### config.mk
export PLATFORM = sky130hd
export DESIGN_NAME = mem_port_arbiter
export DESIGN_NICKNAME = d
export VERILOG_FILES = /design/src/rtl/mem_arb_pkg.sv /design/src/rtl/mem_access_timer.sv /design/src/rtl/mem_port_arbiter.sv
export SDC_FILE = /design/constraint.sdc
export NUM_CORES = 1
export LEC_CHECK = 0
export BUFFER_PORTS_ARGS = -buffer_cell sky130_fd_sc_hd__buf_2
export CORE_MARGIN = 2
export CORE_UTILIZATION = 50
export CTS_BUF_LIST = sky130_fd_sc_hd__clkbuf_16
export DETAILED_ROUTE_END_ITERATION = 8
export PLACE_DENSITY = 0.94
export SYNTH_ARGS = -nofsm -noshare
export SYNTH_HDL_FRONTEND = slang
export SYNTH_SLANG_ARGS = --single-unit
### constraint.sdc
create_clock -name clock -period 3.2 [get_ports clock]
set_clock_uncertainty 0.2 [all_clocks]
set_input_delay 0.64 -clock clock [delete_from_list [all_inputs] [get_ports clock]]
set_output_delay 0.64 -clock clock [all_outputs]
set_load 0.01 [all_outputs]
### src/rtl/mem_arb_pkg.sv
// Shared definitions for the unified-memory port arbiter: state encoding,
// counter width and the saturating increment used by the MEM streak counter.
package mem_arb_pkg;

    localparam int unsigned CNT_W = 4;

    typedef logic [1:0] arb_state_t;

    localparam arb_state_t IDLE   = 2'd0;
    localparam arb_state_t IF_ACC = 2'd1;
    localparam arb_state_t DM_ACC = 2'd2;

    function automatic logic [CNT_W-1:0] sat_inc(input logic [CNT_W-1:0] v);
        return (v == '1) ? v : v + CNT_W'(1);
    endfunction

endpackage

### src/rtl/mem_access_timer.sv
// Loadable down-counter that stops at zero; done_o is high while the count is zero.
module mem_access_timer
    import mem_arb_pkg::*;
#(
    parameter int unsigned WIDTH = CNT_W
) (
    input  logic             clock,
    input  logic             reset,
    input  logic             load_i,
    input  logic [WIDTH-1:0] value_i,
    output logic             done_o
);

    logic [WIDTH-1:0] cnt_q;
    logic [WIDTH-1:0] cnt_d;

    always_comb begin
        cnt_d = cnt_q;
        if (load_i) begin
            cnt_d = value_i;
        end else if (cnt_q != '0) begin
            cnt_d = cnt_q - WIDTH'(1);
        end
    end

    always_ff @(posedge clock or negedge reset) begin
        if (!reset) begin
            cnt_q <= '0;
        end else begin
            cnt_q <= cnt_d;
        end
    end

    assign done_o = (cnt_q == '0);

endmodule

### src/rtl/mem_port_arbiter.sv
// Shares one single-ported memory between instruction fetch and the MEM stage,
// running each access for LATENCY strobe cycles and stalling the side that waits.
module mem_port_arbiter
    import mem_arb_pkg::*;
#(
    parameter int unsigned ADDR_WIDTH    = 32,
    parameter int unsigned DATA_WIDTH    = 32,
    parameter int unsigned LATENCY       = 2,
    parameter int unsigned MAX_DM_STREAK = 4
) (
    input  logic                  clock,
    input  logic                  reset,
    input  logic                  if_req,
    input  logic [ADDR_WIDTH-1:0] if_addr,
    output logic [DATA_WIDTH-1:0] if_rdata,
    output logic                  if_ready,
    output logic                  arb_if_stall,
    input  logic                  dm_read,
    input  logic                  dm_write,
    input  logic [ADDR_WIDTH-1:0] dm_addr,
    input  logic [DATA_WIDTH-1:0] dm_wdata,
    output logic [DATA_WIDTH-1:0] dm_rdata,
    output logic                  dm_ready,
    output logic                  arb_dm_stall,
    output logic [ADDR_WIDTH-1:0] mem_addr,
    output logic [DATA_WIDTH-1:0] mem_wdata,
    output logic                  mem_read,
    output logic                  mem_write,
    input  logic [DATA_WIDTH-1:0] mem_rdata
);

    localparam logic [CNT_W-1:0] LOAD_VAL   = CNT_W'(LATENCY - 1);
    localparam logic [CNT_W-1:0] MAX_STREAK = CNT_W'(MAX_DM_STREAK);

    arb_state_t            state_q,     state_d;
    logic [CNT_W-1:0]      streak_q,    streak_d;
    logic [ADDR_WIDTH-1:0] mem_addr_q,  mem_addr_d;
    logic [DATA_WIDTH-1:0] mem_wdata_q, mem_wdata_d;
    logic                  mem_read_q,  mem_read_d;
    logic                  mem_write_q, mem_write_d;
    logic [DATA_WIDTH-1:0] if_rdata_q,  if_rdata_d;
    logic [DATA_WIDTH-1:0] dm_rdata_q,  dm_rdata_d;
    logic                  if_ready_q,  if_ready_d;
    logic                  dm_ready_q,  dm_ready_d;

    logic timer_load;
    logic timer_done;
    logic dm_req;
    logic arb_en;
    logic dm_wins;

    mem_access_timer #(
        .WIDTH(CNT_W)
    ) u_timer (
        .clock   (clock),
        .reset   (reset),
        .load_i  (timer_load),
        .value_i (LOAD_VAL),
        .done_o  (timer_done)
    );

    assign dm_req  = dm_read | dm_write;
    // Requests are held until ready is seen, so the cycle carrying a ready
    // pulse still shows the finished request; arbitration skips that cycle.
    assign arb_en  = (state_q == IDLE) && !if_ready_q && !dm_ready_q;
    assign dm_wins = dm_req && !(if_req && (streak_q == MAX_STREAK));

    always_comb begin
        state_d     = state_q;
        streak_d    = streak_q;
        mem_addr_d  = mem_addr_q;
        mem_wdata_d = mem_wdata_q;
        mem_read_d  = mem_read_q;
        mem_write_d = mem_write_q;
        if_rdata_d  = if_rdata_q;
        dm_rdata_d  = dm_rdata_q;
        if_ready_d  = 1'b0;
        dm_ready_d  = 1'b0;
        timer_load  = 1'b0;

        case (state_q)
            IDLE: begin
                if (arb_en && dm_wins) begin
                    state_d     = DM_ACC;
                    timer_load  = 1'b1;
                    mem_addr_d  = dm_addr;
                    mem_wdata_d = dm_wdata;
                    mem_write_d = dm_write;
                    mem_read_d  = dm_read & ~dm_write;
                    streak_d    = if_req ? sat_inc(streak_q) : '0;
                end else if (arb_en && if_req) begin
                    state_d     = IF_ACC;
                    timer_load  = 1'b1;
                    mem_addr_d  = if_addr;
                    mem_wdata_d = '0;
                    mem_read_d  = 1'b1;
                    mem_write_d = 1'b0;
                    streak_d    = '0;
                end
            end
            IF_ACC: begin
                if (timer_done) begin
                    state_d     = IDLE;
                    if_rdata_d  = mem_rdata;
                    if_ready_d  = 1'b1;
                    mem_read_d  = 1'b0;
                    mem_write_d = 1'b0;
                end
            end
            DM_ACC: begin
                if (timer_done) begin
                    state_d     = IDLE;
                    if (mem_read_q) begin
                        dm_rdata_d = mem_rdata;
                    end
                    dm_ready_d  = 1'b1;
                    mem_read_d  = 1'b0;
                    mem_write_d = 1'b0;
                end
            end
            default: begin
                state_d     = IDLE;
                mem_read_d  = 1'b0;
                mem_write_d = 1'b0;
            end
        endcase
    end

    always_ff @(posedge clock or negedge reset) begin
        if (!reset) begin
            state_q     <= IDLE;
            streak_q    <= '0;
            mem_addr_q  <= '0;
            mem_wdata_q <= '0;
            mem_read_q  <= 1'b0;
            mem_write_q <= 1'b0;
            if_rdata_q  <= '0;
            dm_rdata_q  <= '0;
            if_ready_q  <= 1'b0;
            dm_ready_q  <= 1'b0;
        end else begin
            state_q     <= state_d;
            streak_q    <= streak_d;
            mem_addr_q  <= mem_addr_d;
            mem_wdata_q <= mem_wdata_d;
            mem_read_q  <= mem_read_d;
            mem_write_q <= mem_write_d;
            if_rdata_q  <= if_rdata_d;
            dm_rdata_q  <= dm_rdata_d;
            if_ready_q  <= if_ready_d;
            dm_ready_q  <= dm_ready_d;
        end
    end

    assign if_rdata     = if_rdata_q;
    assign if_ready     = if_ready_q;
    assign dm_rdata     = dm_rdata_q;
    assign dm_ready     = dm_ready_q;
    assign mem_addr     = mem_addr_q;
    assign mem_wdata    = mem_wdata_q;
    assign mem_read     = mem_read_q;
    assign mem_write    = mem_write_q;
    assign arb_if_stall = if_req & ~if_ready_q;
    assign arb_dm_stall = dm_req & ~dm_ready_q;

endmodule

# --- After elaboration in Yosys (flattened, before gate mapping) ---
# Cells that the tools add are included.
classes:
  addsub: 2
  n_eq_ne: 7
  muxes: 27
  bitwise_logic: 7
  n_reduce_logical: 20
op_table:
  columns: ["operator", "count"]
  rows:
  - ["32-bit 2-to-1 mux", 4]
  - ["4-bit 2-to-1 mux", 6]
  - ["1-bit 2-to-1 mux", 11]
  - ["1-bit logical AND", 6]
  - ["2-bit 2-to-1 mux", 3]
  - ["2-bit AND reduction", 3]
  - ["3-bit AND reduction", 2]
  - ["4-bit by 1-bit adder with 4-bit output, second input constant", 1]
  - ["4-bit by 3-bit equality test with 1-bit output, second input constant", 1]
  - ["4-bit equality test, second input constant", 1]
  - ["4-bit zero test", 1]
  - ["1-bit one-hot mux with 2 select lines", 2]
  - ["2-bit one-hot mux with 2 select lines", 1]
  - ["2-bit nonzero test", 2]
  - ["4-bit nonzero test", 1]
  - ["4-bit by 1-bit subtractor with 4-bit output, second input constant", 1]
  - ["1-bit AND", 3]
  - ["1-bit zero test", 3]
  - ["3-bit by 1-bit inequality test with 1-bit output, second input constant", 1]
  - ["3-bit inequality test, second input constant", 1]
  - ["1-bit inverter", 3]
  - ["2-bit by 1-bit equality test with 1-bit output, second input constant", 1]
  - ["2-bit equality test, second input constant", 1]
  - ["2-bit zero test", 1]
  - ["other kinds (3)", 3]
word_totals:
  register_bits: 142
  input_bits: 133
  out_inout_bits: 134
  wordCells: 74

# --- Logic depth before layout (Yosys ltp) ---
depth:
  word_depth: 8
  ltp_mapped: 8

# --- Hierarchy ---
# A second synthesis with hierarchy kept.
unflattened:
  cells_unflattened: 466
  area_unflattened_um2: 5878.1
by_module_without_submodules:
  columns: ["mod", "instances", "cells_each", "area_per_inst_um2", "seq_area_each_um2"]
  rows:
  - ["mem_port_arbiter", 1, 444, 5644.2, 3453.3]
  - ["mem_access_timer", 1, 22, 234.0, 100.1]

# --- Worst setup path after synthesis ---
# No wires, ideal clock.
synth_timing:
  path_kind: "input-to-output"
  startpoint: "input port dm_read"
  endpoint: "output port arb_dm_stall"
  arrival_time_ns: 1.155
  required_time_ns: 2.360
  path_slack_ns: 1.205
  cell_stages: 3
  path_buffers: 1
  path_cell_list: "or2_0 clkbuf_1 nor2b_1"
synth_between:
  elab_chain_len: 2
synth_lines:
  columns: ["item", "line_no", "rtl"]
  rows:
  - ["start, declared", "mem_port_arbiter.sv:18", "input logic dm_read,"]
  - ["1-bit OR", "mem_port_arbiter.sv:62", "assign dm_req = dm_read | dm_write;"]
  - ["1-bit AND", "mem_port_arbiter.sv:164", "assign arb_dm_stall = dm_req & ~dm_ready_q;"]
  - ["end, declared", "mem_port_arbiter.sv:24", "output logic arb_dm_stall,"]
# Every way passes these cells.

# --- Final worst setup path ---
layout_timing:
  startpoint: "register state_q[1]"
  endpoint: "register mem_addr_q[31], in the netlist mem_addr[31]"
layout_between:
  elab_chain_len: 6
  elab_cells_between_ends: 8
  cone_classes: "mux (1); reduce/logical (7)"
layout_lines:
  columns: ["item", "line_no", "rtl"]
  rows:
  - ["start, declared", "mem_port_arbiter.sv:35", "arb_state_t state_q, state_d;"]
  - ["start signal, assigned", "mem_port_arbiter.sv:142", "state_q <= state_d;"]
  - ["2-bit zero test (*)", "mem_port_arbiter.sv:65, mem_port_arbiter.sv:81", null]
  - ["1-bit logical AND (2 in a row)", "mem_port_arbiter.sv:65", "assign arb_en = (state_q == IDLE) && !if_ready_q && !dm_ready_q;"]
  - ["1-bit logical AND, on equally long branches", "mem_port_arbiter.sv:83, mem_port_arbiter.sv:91", null]
  - ["2-bit nonzero test (no source line)", null, null]
  - ["2-bit AND reduction (no source line)", null, null]
  - ["end signal, assigned", "mem_port_arbiter.sv:144", "mem_addr_q <= mem_addr_d;"]
  - ["end, declared", "mem_port_arbiter.sv:37", "logic [ADDR_WIDTH-1:0] mem_addr_q, mem_addr_d;"]
# Every way passes the cells marked *; elsewhere a longest branch is shown, timed or not.
# A chain may end at the register's enable or synchronous reset.

==> out/metrics.csv <==
metric;value;unit
cp_max_fo;37;
areaGrowthSynthToFinish;33.62;%
avgSynthCellArea;11.36;µm²
num_rows;39;
crit_path_end_kind;flop;
pin_count;267;
fin_nets;929;
grt_overflow;0;
die_w;113.4;µm
met2_wirelength;7.586;mm
setup_viol;0;
antenna_found_initial;0;
dieHeight;113.4;µm
cts_htree_levels;4;
synth_top_cell_area_share;59.34;%
syn_area;0.005988;mm²
ir_worst_vdd;0.6003;mV
fmax;403.6;MHz
rsz0062_at_grt;false;
core-area;0.01156;mm²
drt_iter0_markers;364;
r2r_slack;0.72;ns
track_usage;23.97;%
status;completed;
initial_core_util;51.78;%
clk_pin_slew;0.06;ns
first_pass_iters;4;
crit_arrival;2.60;ns
grt_pass1_wl;24.44;mm
gp_congestion;0.8222;
viasPerCell;5.283;
ys_ff_latch;142;
port_buffers;266;
drv_slew;0;
syn-num-nets;667;
hold_buffers;0;
start_kind;flop;
die_area;0.01287;mm²
critPathRequiredTime;3.32;ns
fin_crit;2.478;ns
cts_resized;0;
antennaDiodeCount;0;
detail_route.wl_per_cell;15.86;µm
yosys-top-cells-area;dfrtp_1 59%, mux2_2 12%, nand2_1 6.3%, a21oi_1 4.1%, nand3_1 3.0%;
antenna_left;0;
cts-root-buf;clkbuf_16;
yosysTopAreaCell;dfrtp_1;
highest_layer;met4;
cts_made_buffers;17;
grt_max_degree;71;
wl;14.96;mm
grt_pass1_vias;5153;
relSlewSlack;49.51;%
fin_crit_sh;77.43;%
tightest_slew;0.7546;ns
wl_met3;1.102;mm
yosys_warnings;0;
cap_violations;0;
power_density;1107;mW/mm²
cts_tree;yes;
clk_latency;0.40;ns
clockBufferDepth;2;
leakage;0.004197;µW
clock-sinks;142;
final_util;69.19;%
drive_above_1_share;49.63;%
drc;0;
met1Wirelength;5.976;mm
fin_setup_tns;0;ns
ys_types;42;
cts_setup_buffers;0;
num_vias;4982;
netlist_instances;527;
hpwlAfterDp;10.69;mm
hold_class;in2async;
seq_area_frac_synth;59.34;%
crit_type;reg2reg;
hold_viol;0;
Yosys cell counts, drive strengths merged:
cell type  instances
a22o               1
a31o               1
nand4              1
a211oi             1
or2                1
nor2              34
a21o               1
or3                1
nand2            102
and2               2
ha                 7
clkbuf             3
dfrtp            142
or3b               1
buf               30
nand4bb            1
and3               1
nor3b              2
a32o               2
o21ai              3
mux2              65
o21a               1
a21oi             69
nor2b              3
inv                8
nand3             36
nor3               2
a221oi             1
nand4b             1
xnor2              2
a31oi              1
nor4               1
layout make-up:
cell class / count / area [µm²]
Multi-Input combinational cell: 344 / 2188
Tap cell: 143 / 178.9
Timing Repair Buffer: 276 / 1450
Sequential cell: 142 / 3553
Inverter: 8 / 30.03
Clock buffer: 17 / 425.4
Clock inverter: 13 / 175.2
Fill cell: 832 / 3563
stage by stage:
stage | instance area, µm² | hold slack [ns] | total power [µW] | setup WS (ns) | std cells
floorplan | 5988 | 0.1444 | 5500 | 1.205 | 527
finish | 8001 | 0.03329 | 8858 | 0.7222 | 943
detailed placement | 7401 | 0.2828 | 6888 | 0.7261 | 913
global placement | 7401 | 0.2743 | 6697 | 0.8527 | 913
global route | 8001 | 0.06671 | 9480 | 0.5320 | 943
CTS | 8001 | 0.05105 | 8924 | 0.7361 | 943
critical path, stage by stage (launching register included):
cell     delay [ns]
dfrtp_1        0.39
inv_1          0.11
ha_1           0.26
nor3b_4        0.39
and3_4         0.52
buf_12         0.26
a21oi_1        0.10
a21oi_1        0.16
final timing paths:
check,startpoint,end,cells after the start
setup / recovery,state_q[1],mem_addr[31],7
hold / removal,reset,mem_addr[5],1
setup reg to reg,state_q[1],mem_addr[31],7
hold reg to reg,mem_wdata[30],mem_wdata[30],2
max in group asynchronous,reset,if_rdata[24],2
min in group clock,dm_wdata[3],mem_wdata[3],3
registers in the layout, summed over array words and instances (netlist names):
signal         flops
state_q            2
mem_addr          32
u_timer.cnt_q      4
dm_rdata          32
if_rdata          32
streak_q           4
if_ready           1
mem_wdata         32
mem_write          1
dm_ready           1
mem_read           1
logic make-up after synthesis:
logic type | Yosys count | share of synthesized area [%]
AND/OR/NAND/NOR | 189 | 13.87
flip-flops | 142 | 59.34
AO/OA/AOI/OAI | 81 | 8.609
multiplexers | 65 | 12.22
buffers and inverters | 41 | 4.200
adder cells (fa/ha/maj) | 7 | 1.463
XOR/XNOR | 2 | 0.2926
routing by layer:
layer | vias up | GRT usage [%]
li1 | 2311 | -
met1 | 2400 | 28.11
met2 | 246 | 41.88
met3 | 25 | 6.004
met4 | 0 | 10.57
met5 | - | 0
layout by cell type (no fill, tap or decap), types with 7 or more instances in the layout:
cell / instances
inv_1: 10
buf_2: 265
nor2_1: 34
mux2_2: 64
dfrtp_1: 142
buf_4: 7
a21oi_2: 20
ha_1: 7
nand3_1: 35
nand2_1: 101
clkbuf_16: 17
a21oi_1: 49
power breakdown:
part | switching (µW) | leakage (µW) | internal (µW)
Sequential | 468 | 0.00174 | 2670
Combinational | 2100 | 0.00216 | 1600
Clock | 721 | 0.000297 | 1290
(Power assumes the default switching activity.)
